==> src/rtl/uart_transmitter_if.sv <==
// Push/status bundle between a byte producer and uart_transmitter.
interface uart_transmitter_if #(
  parameter int unsigned FIFO_DEPTH = 4
);
  localparam int unsigned CNT_W = $clog2(FIFO_DEPTH) + 1;

  logic             en;
  logic [7:0]       data;
  logic             send;
  logic             full;
  logic [CNT_W-1:0] count;
  logic             out;
  logic             busy;
  logic             done;

  modport master (
    output en, data, send,
    input  full, count, out, busy, done
  );

  modport slave (
    input  en, data, send,
    output full, count, out, busy, done
  );
endinterface

==> src/rtl/uart_transmitter.sv <==
// Buffered 8N1 UART transmitter: byte FIFO feeding a 16x-oversampled serialiser.
module uart_transmitter #(
  parameter int unsigned FIFO_DEPTH = 4,
  parameter int unsigned OVERSAMPLE = 16
) (
  input logic               clk,
  input logic               rst,
  uart_transmitter_if.slave bus
);

  localparam int unsigned PTR_W = $clog2(FIFO_DEPTH);
  localparam int unsigned CNT_W = $clog2(FIFO_DEPTH) + 1;
  localparam int unsigned CLK_W = 4;
  localparam logic [CLK_W-1:0] CELL_LAST = CLK_W'(OVERSAMPLE - 1);

  typedef enum logic [1:0] {
    IDLE      = 2'd0,
    START_BIT = 2'd1,
    DATA_BITS = 2'd2,
    STOP_BIT  = 2'd3
  } state_e;

  // FIFO storage and bookkeeping
  logic [7:0]       mem_q [FIFO_DEPTH];
  logic [PTR_W-1:0] wr_ptr_q;
  logic [PTR_W-1:0] rd_ptr_q;
  logic [CNT_W-1:0] count_q;
  logic [CNT_W-1:0] count_d;
  logic             full_q;
  logic             push_c;
  logic             pop_c;

  // Serialiser state
  state_e           state_q;
  state_e           state_d;
  logic [CLK_W-1:0] clk_cnt_q;
  logic [CLK_W-1:0] clk_cnt_d;
  logic [2:0]       bit_idx_q;
  logic [2:0]       bit_idx_d;
  logic [7:0]       shift_q;
  logic [7:0]       shift_d;
  logic             out_q;
  logic             out_d;
  logic             busy_q;
  logic             busy_d;
  logic             done_q;
  logic             done_d;

  logic             cell_end_c;
  logic             can_start_c;

  // A push while full is dropped even if a pop frees a slot on the same edge.
  assign push_c      = bus.send && !full_q;
  assign cell_end_c  = (clk_cnt_q == CELL_LAST);
  assign can_start_c = bus.en && (count_q != '0);

  // Occupancy update; simultaneous push and pop cancel out.
  always_comb begin
    count_d = count_q;
    if (push_c && !pop_c) begin
      count_d = count_q + CNT_W'(1);
    end else if (!push_c && pop_c) begin
      count_d = count_q - CNT_W'(1);
    end
  end

  // FIFO payload write (no reset needed on storage).
  always_ff @(posedge clk) begin
    if (push_c) begin
      mem_q[wr_ptr_q] <= bus.data;
    end
  end

  // FIFO pointers, occupancy and registered full flag.
  always_ff @(posedge clk) begin
    if (rst) begin
      wr_ptr_q <= '0;
      rd_ptr_q <= '0;
      count_q  <= '0;
      full_q   <= 1'b0;
    end else begin
      if (push_c) begin
        wr_ptr_q <= wr_ptr_q + PTR_W'(1);
      end
      if (pop_c) begin
        rd_ptr_q <= rd_ptr_q + PTR_W'(1);
      end
      count_q <= count_d;
      full_q  <= (count_d == CNT_W'(FIFO_DEPTH));
    end
  end

  // Serialiser state register; reset truncates any frame and idles the line.
  always_ff @(posedge clk) begin
    if (rst) begin
      state_q   <= IDLE;
      clk_cnt_q <= '0;
      bit_idx_q <= '0;
      shift_q   <= '0;
      out_q     <= 1'b1;
      busy_q    <= 1'b0;
      done_q    <= 1'b0;
    end else begin
      state_q   <= state_d;
      clk_cnt_q <= clk_cnt_d;
      bit_idx_q <= bit_idx_d;
      shift_q   <= shift_d;
      out_q     <= out_d;
      busy_q    <= busy_d;
      done_q    <= done_d;
    end
  end

  // Next-state and output decode for the frame sequencer.
  always_comb begin
    state_d   = state_q;
    clk_cnt_d = clk_cnt_q + CLK_W'(1);
    bit_idx_d = bit_idx_q;
    shift_d   = shift_q;
    out_d     = out_q;
    busy_d    = busy_q;
    done_d    = 1'b0;
    pop_c     = 1'b0;

    case (state_q)
      IDLE: begin
        out_d     = 1'b1;
        busy_d    = 1'b0;
        clk_cnt_d = '0;
        if (can_start_c) begin
          pop_c   = 1'b1;
          shift_d = mem_q[rd_ptr_q];
          out_d   = 1'b0;
          busy_d  = 1'b1;
          state_d = START_BIT;
        end
      end

      START_BIT: begin
        if (cell_end_c) begin
          clk_cnt_d = '0;
          out_d     = shift_q[0];
          bit_idx_d = '0;
          state_d   = DATA_BITS;
        end
      end

      DATA_BITS: begin
        if (cell_end_c) begin
          clk_cnt_d = '0;
          if (bit_idx_q == 3'd7) begin
            out_d   = 1'b1;
            state_d = STOP_BIT;
          end else begin
            shift_d   = shift_q >> 1;
            out_d     = shift_q[1];
            bit_idx_d = bit_idx_q + 3'd1;
          end
        end
      end

      STOP_BIT: begin
        if (cell_end_c) begin
          clk_cnt_d = '0;
          done_d    = 1'b1;
          // Chain straight into the next start bit when more data is waiting.
          if (can_start_c) begin
            pop_c   = 1'b1;
            shift_d = mem_q[rd_ptr_q];
            out_d   = 1'b0;
            state_d = START_BIT;
          end else begin
            out_d   = 1'b1;
            busy_d  = 1'b0;
            state_d = IDLE;
          end
        end
      end

      default: begin
        state_d   = IDLE;
        out_d     = 1'b1;
        busy_d    = 1'b0;
        clk_cnt_d = '0;
        bit_idx_d = '0;
      end
    endcase
  end

  assign bus.out   = out_q;
  assign bus.busy  = busy_q;
  assign bus.done  = done_q;
  assign bus.count = count_q;
  assign bus.full  = full_q;

endmodule

==> src/flat_wrapper.sv <==
// flat-port wrapper written by rule: the top's interface ports become plain ports
module uart_transmitter_flat 
#(
  parameter int unsigned FIFO_DEPTH = 4,
  parameter int unsigned OVERSAMPLE = 16
)
  (clk, rst, bus_en, bus_data, bus_send, bus_full, bus_count, bus_out, bus_busy, bus_done);
  uart_transmitter_if #(.FIFO_DEPTH(FIFO_DEPTH)) bus_i ();
  input logic clk;
  input logic rst;
  input wire logic [$bits(bus_i.en)-1:0] bus_en;
  input wire logic [$bits(bus_i.data)-1:0] bus_data;
  input wire logic [$bits(bus_i.send)-1:0] bus_send;
  output wire logic [$bits(bus_i.full)-1:0] bus_full;
  output wire logic [$bits(bus_i.count)-1:0] bus_count;
  output wire logic [$bits(bus_i.out)-1:0] bus_out;
  output wire logic [$bits(bus_i.busy)-1:0] bus_busy;
  output wire logic [$bits(bus_i.done)-1:0] bus_done;
  assign bus_i.en = bus_en;
  assign bus_i.data = bus_data;
  assign bus_i.send = bus_send;
  assign bus_full = bus_i.full;
  assign bus_count = bus_i.count;
  assign bus_out = bus_i.out;
  assign bus_busy = bus_i.busy;
  assign bus_done = bus_i.done;
  uart_transmitter #(.FIFO_DEPTH(FIFO_DEPTH), .OVERSAMPLE(OVERSAMPLE)) u_core (.clk(clk), .rst(rst), .bus(bus_i));
endmodule
==> config.mk <==
export PLATFORM = sky130hd
export DESIGN_NAME = uart_transmitter_flat
export DESIGN_NICKNAME = d
export VERILOG_FILES = /design/src/rtl/uart_transmitter_if.sv /design/src/rtl/uart_transmitter.sv /design/src/flat_wrapper.sv
export SDC_FILE = /design/constraint.sdc
export NUM_CORES = 1
export LEC_CHECK = 0
export CORE_ASPECT_RATIO = 1.2
export CORE_MARGIN = 4
export CORE_UTILIZATION = 60
export CTS_CLUSTER_DIAMETER = 100
export DETAILED_ROUTE_END_ITERATION = 16
export GPL_TIMING_DRIVEN = 1
export MAX_ROUTING_LAYER = met4
export PLACE_DENSITY = 0.84
export SETUP_SLACK_MARGIN = 0.3
export SYNTH_ARGS = -nofsm -noshare
export SYNTH_HDL_FRONTEND = slang
export SYNTH_SLANG_ARGS = --single-unit
==> constraint.sdc <==
create_clock -name clk -period 6 [get_ports clk]
set_input_delay 0.6 -clock clk [delete_from_list [all_inputs] [get_ports clk]]
set_output_delay 0.6 -clock clk [all_outputs]
set_load 0.01 [all_outputs]
After elaboration in Yosys (flattened, before gate mapping)
Memory sizes are Yosys's and may differ from the RTL's. A register that Yosys moved wholly into a read port is not among the register bits.
Index checks and enable logic that the tools add are counted.

operators by class
  mux-type cells = 37
  shift-type cells = 0
  multiply operators = 0
  reduce and logical (&&, ||, !) cells = 19
  add/subtract/negate cells = 6
  magnitude comparators = 0
  equal/unequal tests = 13
  divide/modulo/power cells = 0
  bitwise gates (word level) = 1

operators by type and width
  operator                                                                  count
  8-bit two-way mux                                                         4
  8-bit case mux with 3 select lines                                        1
  3-bit two-way mux                                                         5
  2-bit two-way mux                                                         7
  1-bit two-way mux                                                         13
  2-bit by 1-bit inequality test with 1-bit output (second input constant)  5
  2-bit case mux with 4 select lines                                        1
  4-bit case mux with 2 select lines                                        1
  4-bit AND reduction                                                       2
  3-bit by 1-bit adder with 3-bit output (second input constant)            2
  3-bit equality test (second input constant)                               2
  3-bit case mux with 2 select lines                                        1
  3-bit AND reduction                                                       2
  3-bit nonzero test                                                        2
  5-bit AND reduction                                                       1
  2-bit by 1-bit adder with 2-bit output (second input constant)            2
  4-bit by 1-bit adder with 4-bit output (second input constant)            1
  2-bit equality test (second input constant)                               2
  4-bit equality test (second input constant)                               1
  1-bit logical AND                                                         4
  4-bit two-way mux                                                         1
  2-bit inequality test (second input constant)                             2
  1-bit case mux with 2 select lines                                        2
  1-bit case mux with 4 select lines                                        1
  8 further kinds                                                           11

storage, ports and cells
  memories = 1
  word-level logic and storage cells = 88
  input port bits = 12
  memory bits (read-only) = 0
  output and inout port bits = 7
  latch bits = 0
  register bits after elaboration = 28
  memory bits (writable) = 32

memories
  name          depth  width  read ports  clocked after Yosys merged registers in  wr ports  line                    source
  u_core.mem_q  4      8      1           1                                        1         uart_transmitter.sv:24  logic [7:0] mem_q [FIFO_DEPTH];

Logic depth before layout (Yosys ltp)
  depth in word-level cells = 9
  depth in mapped cells = 7
  depth with buffers taken out = 7

Least setup slack after synthesis
Ideal clock, no wire load.

  kind = flip-flop to flip-flop
  start point = register u_core.count_q[0] (netlist: u_core.bus.count[0])
  end point = register u_core.full_q (netlist: u_core.bus.full)
  data arrival time = 2.025 ns
  path slack = 3.880 ns
  path buffers = 0
  cell stages (with the launch flop) = 8
  clock period less this slack = 2.120 ns
  library setup time = 0.095 ns
  cells stage by stage = dfxtp_1 inv_1 ha_1 ha_1 nor3b_1 a21oi_1 or4_1 a221oi_1

between the ends
  word-level cells in the longest chain between the ends = 9
  elaborated cells on any way between the ends = 13

ends and longest elaborated chain
  item                                                           line                                              source
  start, declared                                                uart_transmitter.sv:27                            logic [CNT_W-1:0] count_q;
  start signal, assigned                                         uart_transmitter.sv:88                            count_q <= count_d;
  3-bit nonzero test                                             uart_transmitter.sv:55                            assign can_start_c = bus.en && (count_q != '0);
  1-bit logical AND                                              uart_transmitter.sv:55
  1-bit two-way mux                                              uart_transmitter.sv:130, uart_transmitter.sv:167
  1-bit two-way mux                                              uart_transmitter.sv:163                           if (cell_end_c) begin
  1-bit case mux with 2 select lines                             uart_transmitter.sv:125                           case (state_q)
  1-bit logical AND / 1-bit zero test (equally long branches)    uart_transmitter.sv:62, uart_transmitter.sv:60
  3-bit two-way mux / 1-bit logical AND (equally long branches)  uart_transmitter.sv:62, uart_transmitter.sv:60
  3-bit two-way mux (*)                                          uart_transmitter.sv:60                            if (push_c && !pop_c) begin
  3-bit equality test (*)                                        uart_transmitter.sv:89                            full_q <= (count_d == CNT_W'(FIFO_DEPTH));
  end signal, assigned                                           uart_transmitter.sv:89
  end, declared                                                  uart_transmitter.sv:29                            logic full_q;

Mark *: on every way between the ends. The rest lies on a longest branch, timed or not.
A chain may end at the register's enable or synchronous reset.

Worst setup path after layout
  start point = register u_core.state_q[0]
  end point = register u_core.state_q[0]

between the ends
  word-level cells in the longest chain between the ends = 3
  elaborated cells on any way between the ends = 11

ends and longest elaborated chain
  item                                                        line                     source
  start, declared                                             uart_transmitter.sv:34   state_e state_q;
  start signal, assigned                                      uart_transmitter.sv:104  state_q <= state_d;
  2-bit equality test (tied with other cells)                 uart_transmitter.sv:125
  2-bit by 1-bit inequality test with 1-bit output (no line)  -
  5-bit AND reduction (no line)                               -

Several ways; a longest one is shown, not always the timed one.

==> impl_results.md <==
- Synth area leader: edfxtp_1
- Critical path origin: u_core.state_q[0]$_SDFFE_PP0P_
- Reg-to-Reg Start: u_core.state_q[0]$_SDFFE_PP0P_
- Area share of the largest cell type after synthesis: 34.24%
- Post-synth ARST share: 0%
- Seq/Total Area, Yosys: 55.64%
- RSZ-0062 raised after global routing: no
- Synthesized flop and latch total: 62
- VDD IR max: a little under 0.0003 V
- Switching Share: between 30% and 40%
- Routed len/inst: ~16 microns
- Static Leak: 1.138 nW
- Rel. slew slack: between 30% and 40%
- WP data required: 6.24 ns
- First-pass DRT Iterations: 4
- Ant. Diodes: 0
- Worst setup path class: reg2reg
- F_max: 388.7 MHz
- Clock power frac: between 20% and 30%
- Period utilisation layout: around 43%
- Post-Syn Nets: ~250
- Starting Density: 61.54%
- Total track usage: a little under a fifth
- Combinational fraction of design power: 31.4%
- Clk_lat worst skew: ~0.34 ns
- Post-route DRC: 0
- RR Endpoint: u_core.state_q[0]$_SDFFE_PP0P_
- Flop pwr share: a little over two fifths
- Min-delay worst type: reg2reg
- Vias: between 1500 and 2000
- Register-to-Register Path Depth: 6
- Largest net degree at the start of global routing: 28
- Drt via density: 5.928
- Startpoint Class: flip-flop
- Routed wire length: between 4 and 5 mm
- Critical path arrival: between 2 and 3 ns
- Syn avg cell area: between 10 and 15 sq um
- Post-CTS sizing: 0
- Die height: 82.92 microns
- Clock-pin slew on the worst setup and hold paths: roughly 0.080 ns
- Critical Path Fanout Max: 26
- CTS Hold Buffers Added: 0
- Min Tclk post-route: approximately 2.6 ns
- Clk buf depth: 2
- Slew Limit Fails: 0
- Core area: between 0.004 and 0.005 sq mm
- Max Clock Skew: 0.006093 ns
- PortBufs: 18
- Die width: between 70 and 80 microns
- Initial antenna violation count: 0
- Status: completed
- H-tree depth: 3
- GR Overflow Total: 0
- Final setup fails: 0
- Hold Fails Final Rpt: 0
- Worst Tran Pin Value: between 0.9 and 1 ns
- Max-cap violations: 0
- Vias in the first global route: approximately 1800
- CTS tree: built
- Cell Area, Synth: between 0.002 and 0.003 sq mm
- Antenna viol nets, final: 0
- FF-to-FF setup slack: 3.43 ns
- Setup TNS: 0 ns
- Top Ports: 19
- Die area: 0.005840 sq mm
- Post-CTS Setup Bufs: 0
- Share of layout cells above drive strength 1: about 12%
- Area growth from synthesis to layout: 13.87%
- CTS Buf Count: 9
- Syn Inst Count: roughly 220
- Root buffer selected by CTS: clkbuf_8
- Num rows: 27
- Post-Place Setup Slack: approximately 3.5 ns
- Drt initial violations: 191
- Cell variety after synth: 50
- Critical Path End: u_core.state_q[0]$_SDFFE_PP0P_
- Pwr Density: ~420 mW/mm^2
- RD Place Congestion: 0.8034
- Syn. warnings: 0
- Switching power: approximately 0.44 mW
- Filler instances: approximately 350
- Sink Count: 62
- CP endpoint kind: flip-flop
- Final WS setup: between 3 and 4 ns
- Top_reg_cell synth: edfxtp_1
- Internal power: approximately 0.88 mW
- Top area cells in the synthesized netlist: edfxtp_1 (34%), dfxtp_1 (21%), ha_1 (7.1%)
- First-pass GRT wire length: around 8 mm
- HPWL after DPL: between 3 and 4 mm
- Post-synth EDFFs: 32
- Final #Nets: 270
- Fin util: 70.07%
==> per-stage QoR <==
step	instance area [sq um]	hold slack, ns	power, mW	std cells
6_report	3196	0.4531	1.326	305
5_1_grt	3196	0.4840	1.409	305
4_1_cts	3196	0.4562	1.335	305
3_5_place_dp	3014	0.4397	1.000	289
3_3_place_gp	3014	0.4320	0.9869	289
2_1_floorplan	2806	0.4178	0.8965	223
==> layer usage <==
| layer | vias up | GRT usage (%) | share of wire [%] | wire length (microns) |
|---|---|---|---|---|
| met5 | - | - | 0 | 0 |
| met4 | 0 | 9.059 | 2.6 | 127 |
| met3 | 12 | 3.995 | 3.4 | 169 |
| met2 | 41 | 30.58 | 51 | 2513 |
| met1 | 864 | 21.18 | 43 | 2143 |
| li1 | 891 | - | - | - |
==> synthesized netlist by cell type, drive strengths merged, types with 2 or more instances <==
library cell and n:
a21oi 5, a211oi 2, nor2 13, nand2b 2, ha 16, o21ai 6, mux4 8, nand2 7
and2b 2, a221oi 9, and2 4, xnor2 4, buf 3, nor3 19, dfxtp 30, a22oi 3
xor2 2, clkbuf 6, edfxtp 32, a31oi 2, nand3b 3, a22o 2, inv 9, nor3b 2
nand3 4, nor2b 7
==> worst min path at each step <==
stage | from | end | slack, ns | depth (start not counted)
2_1_floorplan | u_core.clk_cnt_q[0]$_SDFF_PP0_ | u_core.clk_cnt_q[0]$_SDFF_PP0_ | 0.42 | 1
3_3_place_gp | u_core.clk_cnt_q[0]$_SDFF_PP0_ | u_core.clk_cnt_q[0]$_SDFF_PP0_ | 0.43 | 1
3_5_place_dp | u_core.clk_cnt_q[0]$_SDFF_PP0_ | u_core.clk_cnt_q[0]$_SDFF_PP0_ | 0.44 | 1
4_1_cts | u_core.clk_cnt_q[0]$_SDFF_PP0_ | u_core.clk_cnt_q[0]$_SDFF_PP0_ | 0.46 | 1
5_1_grt | u_core.clk_cnt_q[0]$_SDFF_PP0_ | u_core.clk_cnt_q[0]$_SDFF_PP0_ | 0.48 | 1
6_report | u_core.clk_cnt_q[0]$_SDFF_PP0_ | u_core.clk_cnt_q[0]$_SDFF_PP0_ | 0.45 | 1
==> sequential cells by signal, summed over array words and instances (netlist names), named ones only <==
signal            count
u_core.bus.done       1
u_core.rd_ptr_q       2
u_core.clk_cnt_q      4
u_core.bus.out        1
u_core.shift_q        8
u_core.wr_ptr_q       2
u_core.bit_idx_q      3
u_core.bus.full       1
u_core.state_q        2
u_core.bus.count      3
u_core.mem_q         32
u_core.bus.busy       1
==> cell usage in the layout, fill, tap and decap left out, drive strengths merged, types with 3 or more instances in the layout <==
cell type      netlist  layout
a21oi                5       5
and2                 4       4
xnor2                4       4
ha                  16      16
clkinv               0       5
dfxtp               30      30
nor2b                7       7
edfxtp              32      32
a221oi               9       9
inv                  9      11
nor3                19      19
nor2                13      13
clkbuf               6       9
nand3                4       4
nand3b               3       3
nand2                7       7
mux4                 8       8
a22oi                3       3
o21ai                6       6
clkdlybuf4s50        0      18
==> power groups by stage <==
stage / Clock, mW / Sequential [mW] / Combinational (mW)
finish: 0.333 / 0.578 / 0.416
global route: 0.359 / 0.589 / 0.461
CTS: 0.339 / 0.579 / 0.417
detailed placement: 0 / 0.587 / 0.413
global placement: 0 / 0.584 / 0.403
floorplan: 0 / 0.564 / 0.332
==> worst max-delay path, cell delays in order, from the launching register on <==
cell and delay [ns]:
dfxtp_1 0.41, inv_1 0.13, ha_1 0.50, or3_4 0.51, a222oi_1 0.48, o21ai_1 0.14
a221oi_1 0.29
==> cell type report <==
class | count | area, sq um | share of cell area, %
tap | 58 | 72.57 | 2.271
multi-input combinational | 142 | 1166 | 36.49
clock inverter | 7 | 57.56 | 1.801
sequential | 62 | 1562 | 48.86
timing repair buffer | 18 | 180.2 | 5.638
inverter | 9 | 33.78 | 1.057
clock buffer | 9 | 123.9 | 3.876
==> cells by family after synthesis <==
group / Yosys count / synth area share, %
adders and majority gates: 16 / 7.133
buffers and inverters: 19 / 2.809
DFF: 62 / 55.64
AOI/OAI and AO/OA: 40 / 11.37
muxes: 10 / 7.178
and+or+nand+nor: 70 / 14.00
xor gates and xnor gates: 6 / 1.872
No activity file was read; power rests on OpenSTA's default activity.
